`config.mk`:
```
export PLATFORM = sky130hd
export DESIGN_NAME = reg_alu_seq
export DESIGN_NICKNAME = d
export VERILOG_FILES = /design/src/rtl/reg_alu_seq_pkg.sv /design/src/rtl/reg_alu_seq_mem.sv /design/src/rtl/reg_alu_seq.sv
export SDC_FILE = /design/constraint.sdc
export NUM_CORES = 1
export LEC_CHECK = 0
export BUFFER_PORTS_ARGS = -buffer_cell sky130_fd_sc_hd__clkbuf_2
export CAP_MARGIN = 10
export CORE_ASPECT_RATIO = 0.5
export CORE_MARGIN = 1.5
export CORE_UTILIZATION = 55
export CTS_BUF_LIST = sky130_fd_sc_hd__clkbuf_8
export CTS_CLUSTER_DIAMETER = 50
export DETAILED_ROUTE_END_ITERATION = 8
export GPL_ROUTABILITY_DRIVEN = 0
export PLACE_DENSITY_LB_ADDON = 0.15
export SETUP_SLACK_MARGIN = 0.02
export SYNTH_ARGS = -nofsm -noshare
export SYNTH_HDL_FRONTEND = slang
export SYNTH_SLANG_ARGS = --single-unit
```
`constraint.sdc`:
```
create_clock -name clk -period 4.6 [get_ports clk]
set_clock_uncertainty 0.15 [all_clocks]
set_input_delay 0.92 -clock clk [delete_from_list [all_inputs] [get_ports clk]]
set_output_delay 0.92 -clock clk [all_outputs]
set_load 0.02 [all_outputs]
```
`src/rtl/reg_alu_seq_pkg.sv`:
```
// Shared definitions for the reg_alu_seq micro-sequencer: instruction
// width, field positions, kind encodings and the FSM state type.
package reg_alu_seq_pkg;

    localparam int INSTR_W = 21;

    localparam int KIND_HI = 20;
    localparam int KIND_LO = 19;
    localparam int RD_HI   = 18;
    localparam int RD_LO   = 16;
    localparam int IMM_HI  = 15;
    localparam int IMM_LO  = 0;
    localparam int OP_HI   = 15;
    localparam int OP_LO   = 14;
    localparam int RA_HI   = 13;
    localparam int RA_LO   = 11;
    localparam int RB_HI   = 10;
    localparam int RB_LO   = 8;

    localparam logic [1:0] KIND_LOADI = 2'b00;
    localparam logic [1:0] KIND_ALU   = 2'b01;
    localparam logic [1:0] KIND_NOP   = 2'b10;
    localparam logic [1:0] KIND_HALT  = 2'b11;

    typedef enum logic [1:0] {
        ST_IDLE  = 2'd0,
        ST_FETCH = 2'd1,
        ST_EXEC  = 2'd2,
        ST_DONE  = 2'd3
    } state_t;

endpackage

```
`src/rtl/reg_alu_seq_mem.sv`:
```
// Program store for reg_alu_seq: synchronous write, asynchronous read,
// no reset so the program survives a sequencer reset.
import reg_alu_seq_pkg::*;

module reg_alu_seq_mem #(
    parameter int DEPTH = 16,
    parameter int AW    = $clog2(DEPTH)
) (
    input  logic               clk,
    input  logic               we,
    input  logic [AW-1:0]      waddr,
    input  logic [INSTR_W-1:0] wdata,
    input  logic [AW-1:0]      raddr,
    output logic [INSTR_W-1:0] rdata
);

    logic [INSTR_W-1:0] mem [DEPTH];

    // Write port: one word per enabled edge.
    always_ff @(posedge clk) begin
        if (we) begin
            mem[waddr] <= wdata;
        end
    end

    assign rdata = mem[raddr];

endmodule

```
`src/rtl/reg_alu_seq.sv`:
```
// reg_alu_seq: fetches 21-bit instructions from a small program memory and
// drives one reg_alu write cycle per LOADI/ALU instruction.
// Optional feature macro: REG_ALU_SEQ_CARRY_EN (registered carry_flag).
//
// state    | meaning
// ---------+-------------------------------------------------------------
// ST_IDLE  | host may load program words; start launches a run at pc=0
// ST_FETCH | ir <= mem[pc]
// ST_EXEC  | drive datapath from ir; advance pc or finish
// ST_DONE  | one-cycle done pulse, pc holds the last executed address
import reg_alu_seq_pkg::*;

module reg_alu_seq #(
    parameter int PROG_DEPTH = 16,
    parameter int PA_W       = $clog2(PROG_DEPTH)
) (
    input  logic               clk,
    input  logic               reset,
    input  logic               prog_we,
    input  logic [PA_W-1:0]    prog_addr,
    input  logic [INSTR_W-1:0] prog_data,
    input  logic               start,
    output logic               busy,
    output logic               done,
    output logic [PA_W-1:0]    pc,
    output logic               carry_flag,
    output logic               sel,
    output logic               wr,
    output logic [1:0]         op,
    output logic [2:0]         rd_addr_a,
    output logic [2:0]         rd_addr_b,
    output logic [2:0]         wr_addr,
    output logic [15:0]        d_in,
    input  logic               cout
);

    localparam logic [PA_W-1:0] PC_LAST = PA_W'(PROG_DEPTH - 1);

    state_t             state, state_nxt;
    logic [PA_W-1:0]    pc_nxt;
    logic [INSTR_W-1:0] ir;
    logic [INSTR_W-1:0] mem_rdata;
    logic [1:0]         ir_kind;
    logic               idle;

    assign idle    = (state == ST_IDLE);
    assign ir_kind = ir[KIND_HI:KIND_LO];

    // Program writes are only honoured while idle.
    reg_alu_seq_mem #(
        .DEPTH (PROG_DEPTH),
        .AW    (PA_W)
    ) u_mem (
        .clk   (clk),
        .we    (idle && prog_we),
        .waddr (prog_addr),
        .wdata (prog_data),
        .raddr (pc),
        .rdata (mem_rdata)
    );

    // State, program counter and instruction register.
    always_ff @(posedge clk) begin
        if (reset) begin
            state <= ST_IDLE;
            pc    <= '0;
            ir    <= '0;
        end else begin
            state <= state_nxt;
            pc    <= pc_nxt;
            if (state == ST_FETCH) begin
                ir <= mem_rdata;
            end
        end
    end

    // Next state, pc update and instruction decode onto the datapath.
    always_comb begin
        state_nxt = state;
        pc_nxt    = pc;
        busy      = 1'b0;
        done      = 1'b0;
        sel       = 1'b0;
        wr        = 1'b0;
        op        = 2'b00;
        rd_addr_a = 3'd0;
        rd_addr_b = 3'd0;
        wr_addr   = 3'd0;
        d_in      = 16'h0000;
        case (state)
            ST_IDLE: begin
                if (start) begin
                    pc_nxt    = '0;
                    state_nxt = ST_FETCH;
                end
            end
            ST_FETCH: begin
                busy      = 1'b1;
                state_nxt = ST_EXEC;
            end
            ST_EXEC: begin
                busy = 1'b1;
                case (ir_kind)
                    KIND_LOADI: begin
                        wr      = 1'b1;
                        wr_addr = ir[RD_HI:RD_LO];
                        d_in    = ir[IMM_HI:IMM_LO];
                    end
                    KIND_ALU: begin
                        sel       = 1'b1;
                        wr        = 1'b1;
                        op        = ir[OP_HI:OP_LO];
                        rd_addr_a = ir[RA_HI:RA_LO];
                        rd_addr_b = ir[RB_HI:RB_LO];
                        wr_addr   = ir[RD_HI:RD_LO];
                    end
                    default: begin
                    end
                endcase
                // The last address finishes the run instead of wrapping.
                if (ir_kind == KIND_HALT || pc == PC_LAST) begin
                    state_nxt = ST_DONE;
                end else begin
                    pc_nxt    = pc + PA_W'(1);
                    state_nxt = ST_FETCH;
                end
            end
            ST_DONE: begin
                done      = 1'b1;
                state_nxt = ST_IDLE;
            end
            default: begin
                state_nxt = ST_IDLE;
            end
        endcase
    end

`ifdef REG_ALU_SEQ_CARRY_EN
    logic carry_q;

    // Carry is cleared on a new run and captured at the end of each ALU EXEC.
    always_ff @(posedge clk) begin
        if (reset) begin
            carry_q <= 1'b0;
        end else if (idle && start) begin
            carry_q <= 1'b0;
        end else if (state == ST_EXEC && ir_kind == KIND_ALU) begin
            carry_q <= cout;
        end
    end

    assign carry_flag = carry_q;
`else
    logic unused_cout;
    assign unused_cout = cout;
    assign carry_flag  = 1'b0;
`endif

endmodule

```
==> flow_metrics.tcl <==
set metrics [dict create \
    antennaDiodeCount 0 \
    drv_slew 0 \
    stdcell_area_um2 15800 \
    reg2reg_depth 6 \
    outcome "finished clean" \
    grt_pass1_wl_um 46300 \
    post-route-period-util_pct 84.1 \
    power_w 0.00642 \
    path_clk_slew_ns 0.07 \
    synth_cells 766 \
    start_util_pct 56.3 \
    grt_pass1_vias 7194 \
    timing.rr.end "u_mem.mem[0][19]$_DFFE_PP_" \
    die_w_um 231 \
    setup_viol 0 \
    synthSimpleGateAreaFrac_pct 3.58 \
    p_leak_nw 5.01 \
    grt_start_max_net_pins 58 \
    r2r_start "state[0]$_SDFFE_PP0P_" \
    antenna_found_initial 1 \
    drt_iter0_markers 759 \
    tightest_slew_ns 1.14 \
    wl_per_cell_um 25.4 \
    cp_common_cell "inv_1" \
    first_pass_iters 5 \
    clockBufferDepth 3 \
    cts_inserted_buffers 48 \
    num_rows 41 \
    critPathRequiredTime_ns 3.53 \
    worstSetupStartpoint "state[0]$_SDFFE_PP0P_" \
    cp.arrival_ns 2.80 \
    post-cts-setup-buffer-count 0 \
    timing.slew.headroom_pct 24.1 \
    synth_compound_area_share_pct 5.91 \
    fillers 1819 \
    coreArea_um2 25300 \
    synth_top_family_by_area "multiplexers" \
    placed_cell_area_um2 14900 \
    syn_nets 802 \
    min_path_type "flip-flop to flip-flop" \
    max-cap-violations 0 \
    critPathKind "flip-flop to output port" \
    rrSetupSlack_ns 1.71 \
    cts-root-buf "clkbuf_8" \
    p_per_area_nw_per_um2 405 \
    hold_ws_ns 0.341 \
    hold_viol_final 0 \
    path_cells "inv_1, ha_1, inv_1, nor3_2, buf_4, and2_1, clkbuf_2" \
    area_growth_pct 10.9 \
    via_per_inst 6.02 \
    synth_warnings 0 \
    io_pins 66 \
    grt.total_usage_pct 24.1 \
    fin_nets 891 \
    yosysUniqueCellTypes 42 \
    postCtsHoldBufs 0 \
    place_hpwl_um 16600 \
    post_cts_resized 0 \
    fmax_mhz 259 \
    cts_tree "done" \
    synth_seq_cells 363 \
    cp_slowest_stage_delay_ns 0.52 \
    endpoint "d_in[1]" \
    clock_latency_ns 0.58 \
    rsz0062_at_grt "false" \
    netlist_area_um2 14300 \
    cp_max_fo 9 \
    die_area_um2 27000 \
    startpoint_type "flip-flop" \
    synth_xor_area_share_pct 0 \
    synth.avg_cell_area_um2 18.6 \
    critical_path.slowest_cell "nor3_2" \
    synthMuxAreaShare_pct 12.7 \
    end_kind "output port" \
    ant_nets 0 \
    tns_ns 0 \
    h-tree-depth 2 \
    grt-ovfl-total 0 \
    routed_wl_um 31400 \
    ys_seq_area_share_pct 74.5 \
    drive_gt1_share_pct 24.8 \
    port_buffers 63 \
    post-route-drc-count 0 \
    die_y_um 117 \
    vias 7437 \
    fin_crit_ns 3.87 \
    irDropWorstVdd_mv 0.200 \
    synth_fa_ha_area_share_pct 0.526 \
    clock_sinks 363 \
]
[metrics by stage]
| step | std cells | util [%] | setup slack [ns] |
|---|---|---|---|
| 6_report | 1236 | 62.5 | 0.732 |
| 5_1_grt | 1236 | 62.5 | 0.525 |
| 2_1_floorplan | 766 | - | 1.20 |
| 3_3_place_gp | 1149 | 59.0 | 1.45 |
| 3_5_place_dp | 1149 | 59.0 | 1.37 |
| 4_1_cts | 1236 | 62.5 | 0.728 |
[report_power, final]
group / leakage [nW] / switching (W) / internal [W]
Sequential: 3.25 / 0.0000563 / 0.00368
Clock: 0.533 / 0.00115 / 0.00113
Combinational: 1.22 / 0.000260 / 0.000146
[cell type report]
type / count / area (um^2) / share of cell area, %
clock inverters: 33 / 155 / 0.980
well taps: 344 / 430 / 2.72
flip-flops and latches: 363 / 10600 / 67.2
inverters: 3 / 11.3 / 0.0711
clock buffers: 54 / 743 / 4.69
multi-input cells: 350 / 3310 / 20.9
repair buffers: 89 / 548 / 3.46
[metal layers]
| metal | track usage [%] | up-vias | routed length, um |
|---|---|---|---|
| li1 | - | 3301 | - |
| met4 | 5.88 | 0 | 332 |
| met2 | 37.2 | 283 | 14100 |
| met5 | 0 | - | 0 |
| met3 | 4.58 | 25 | 2370 |
| met1 | 36.1 | 3828 | 14600 |
[cell usage in the layout, fill, tap and decap left out, types with 3 or more instances in the layout]
master	n
a211oi_1	16
a211oi_2	6
a21oi_1	24
a221oi_1	21
a31oi_1	3
and2_1	20
and3_1	8
buf_12	3
buf_4	23
clkbuf_2	63
clkbuf_8	54
clkinv_1	9
clkinv_2	4
dfxtp_1	24
edfxtp_1	336
ha_1	5
inv_1	22
mux2i_1	84
mux4_2	40
nand2_1	7
nand2b_1	3
nand4_1	3
nor2_1	26
nor2_2	12
nor3_1	3
nor3_2	5
o21ai_1	21
o221ai_1	21
[worst min-delay path by stage]
stage | start | to | slack (ns) | cells past startpoint
6_report | ir[0]$_SDFFE_PP0N_ | ir[0]$_SDFFE_PP0N_ | 0.34 | 2
3_3_place_gp | ir[0]$_SDFFE_PP0N_ | ir[0]$_SDFFE_PP0N_ | 0.32 | 2
5_1_grt | ir[17]$_SDFFE_PP0N_ | ir[17]$_SDFFE_PP0N_ | 0.36 | 2
3_5_place_dp | ir[1]$_SDFFE_PP0N_ | ir[1]$_SDFFE_PP0N_ | 0.33 | 2
4_1_cts | ir[1]$_SDFFE_PP0N_ | ir[1]$_SDFFE_PP0N_ | 0.34 | 2
2_1_floorplan | ir[0]$_SDFFE_PP0N_ | ir[0]$_SDFFE_PP0N_ | 0.31 | 2
[state kept, by name, summed over array words and instances, names as in the netlist]
signal and flops:
pc 4, u_mem.mem 336, ir 21, state 2
[critical path, delay by kind of cell (launching register included)]
kind          cells  cell delay [ns]
fa+ha+maj         1             0.35
buf+inv           4             0.84
flops             1             0.34
simple gates      2             0.70
[synth_stat cells, drive strengths merged]
master  instances  area share [%]
nor3            8            0.28
or4             1           0.053
buf            34             2.3
a32o            1           0.070
mux4           42             6.7
clkbuf         16            0.42
o211ai          1           0.053
nor2           38             1.0
dfxtp          27             3.8
inv             3           0.079
a32oi           1           0.061
nand4b          2            0.12
edfxtp        336              71
a211oi         22             1.4
nand4           3            0.13
nand3           2            0.16
a221oi         21             1.3
and3            8            0.35
nand2b          3            0.13
o221ai         21             1.3
nor2b           3            0.13
o21ai          23            0.81
nand3b          1           0.053
a21oi          24            0.84
or3             1           0.044
ha              6            0.53
conb            1           0.026
mux2i          84             5.9
a31oi           3            0.13
nand2           7            0.18
and2           21            0.94
mux2            2            0.16
[kinds of logic (layout without fill, tap and decap cells)]
family                     Yosys count  in the layout
DFF                                363            363
muxes                              128            128
and+or+nand+nor                     98             98
AOI/OAI and AO/OA                  117            117
buffers and inverters               53            179
other                                1              1
adders and majority gates            6              6
Note: power is estimated with default switching activity, not from simulation.
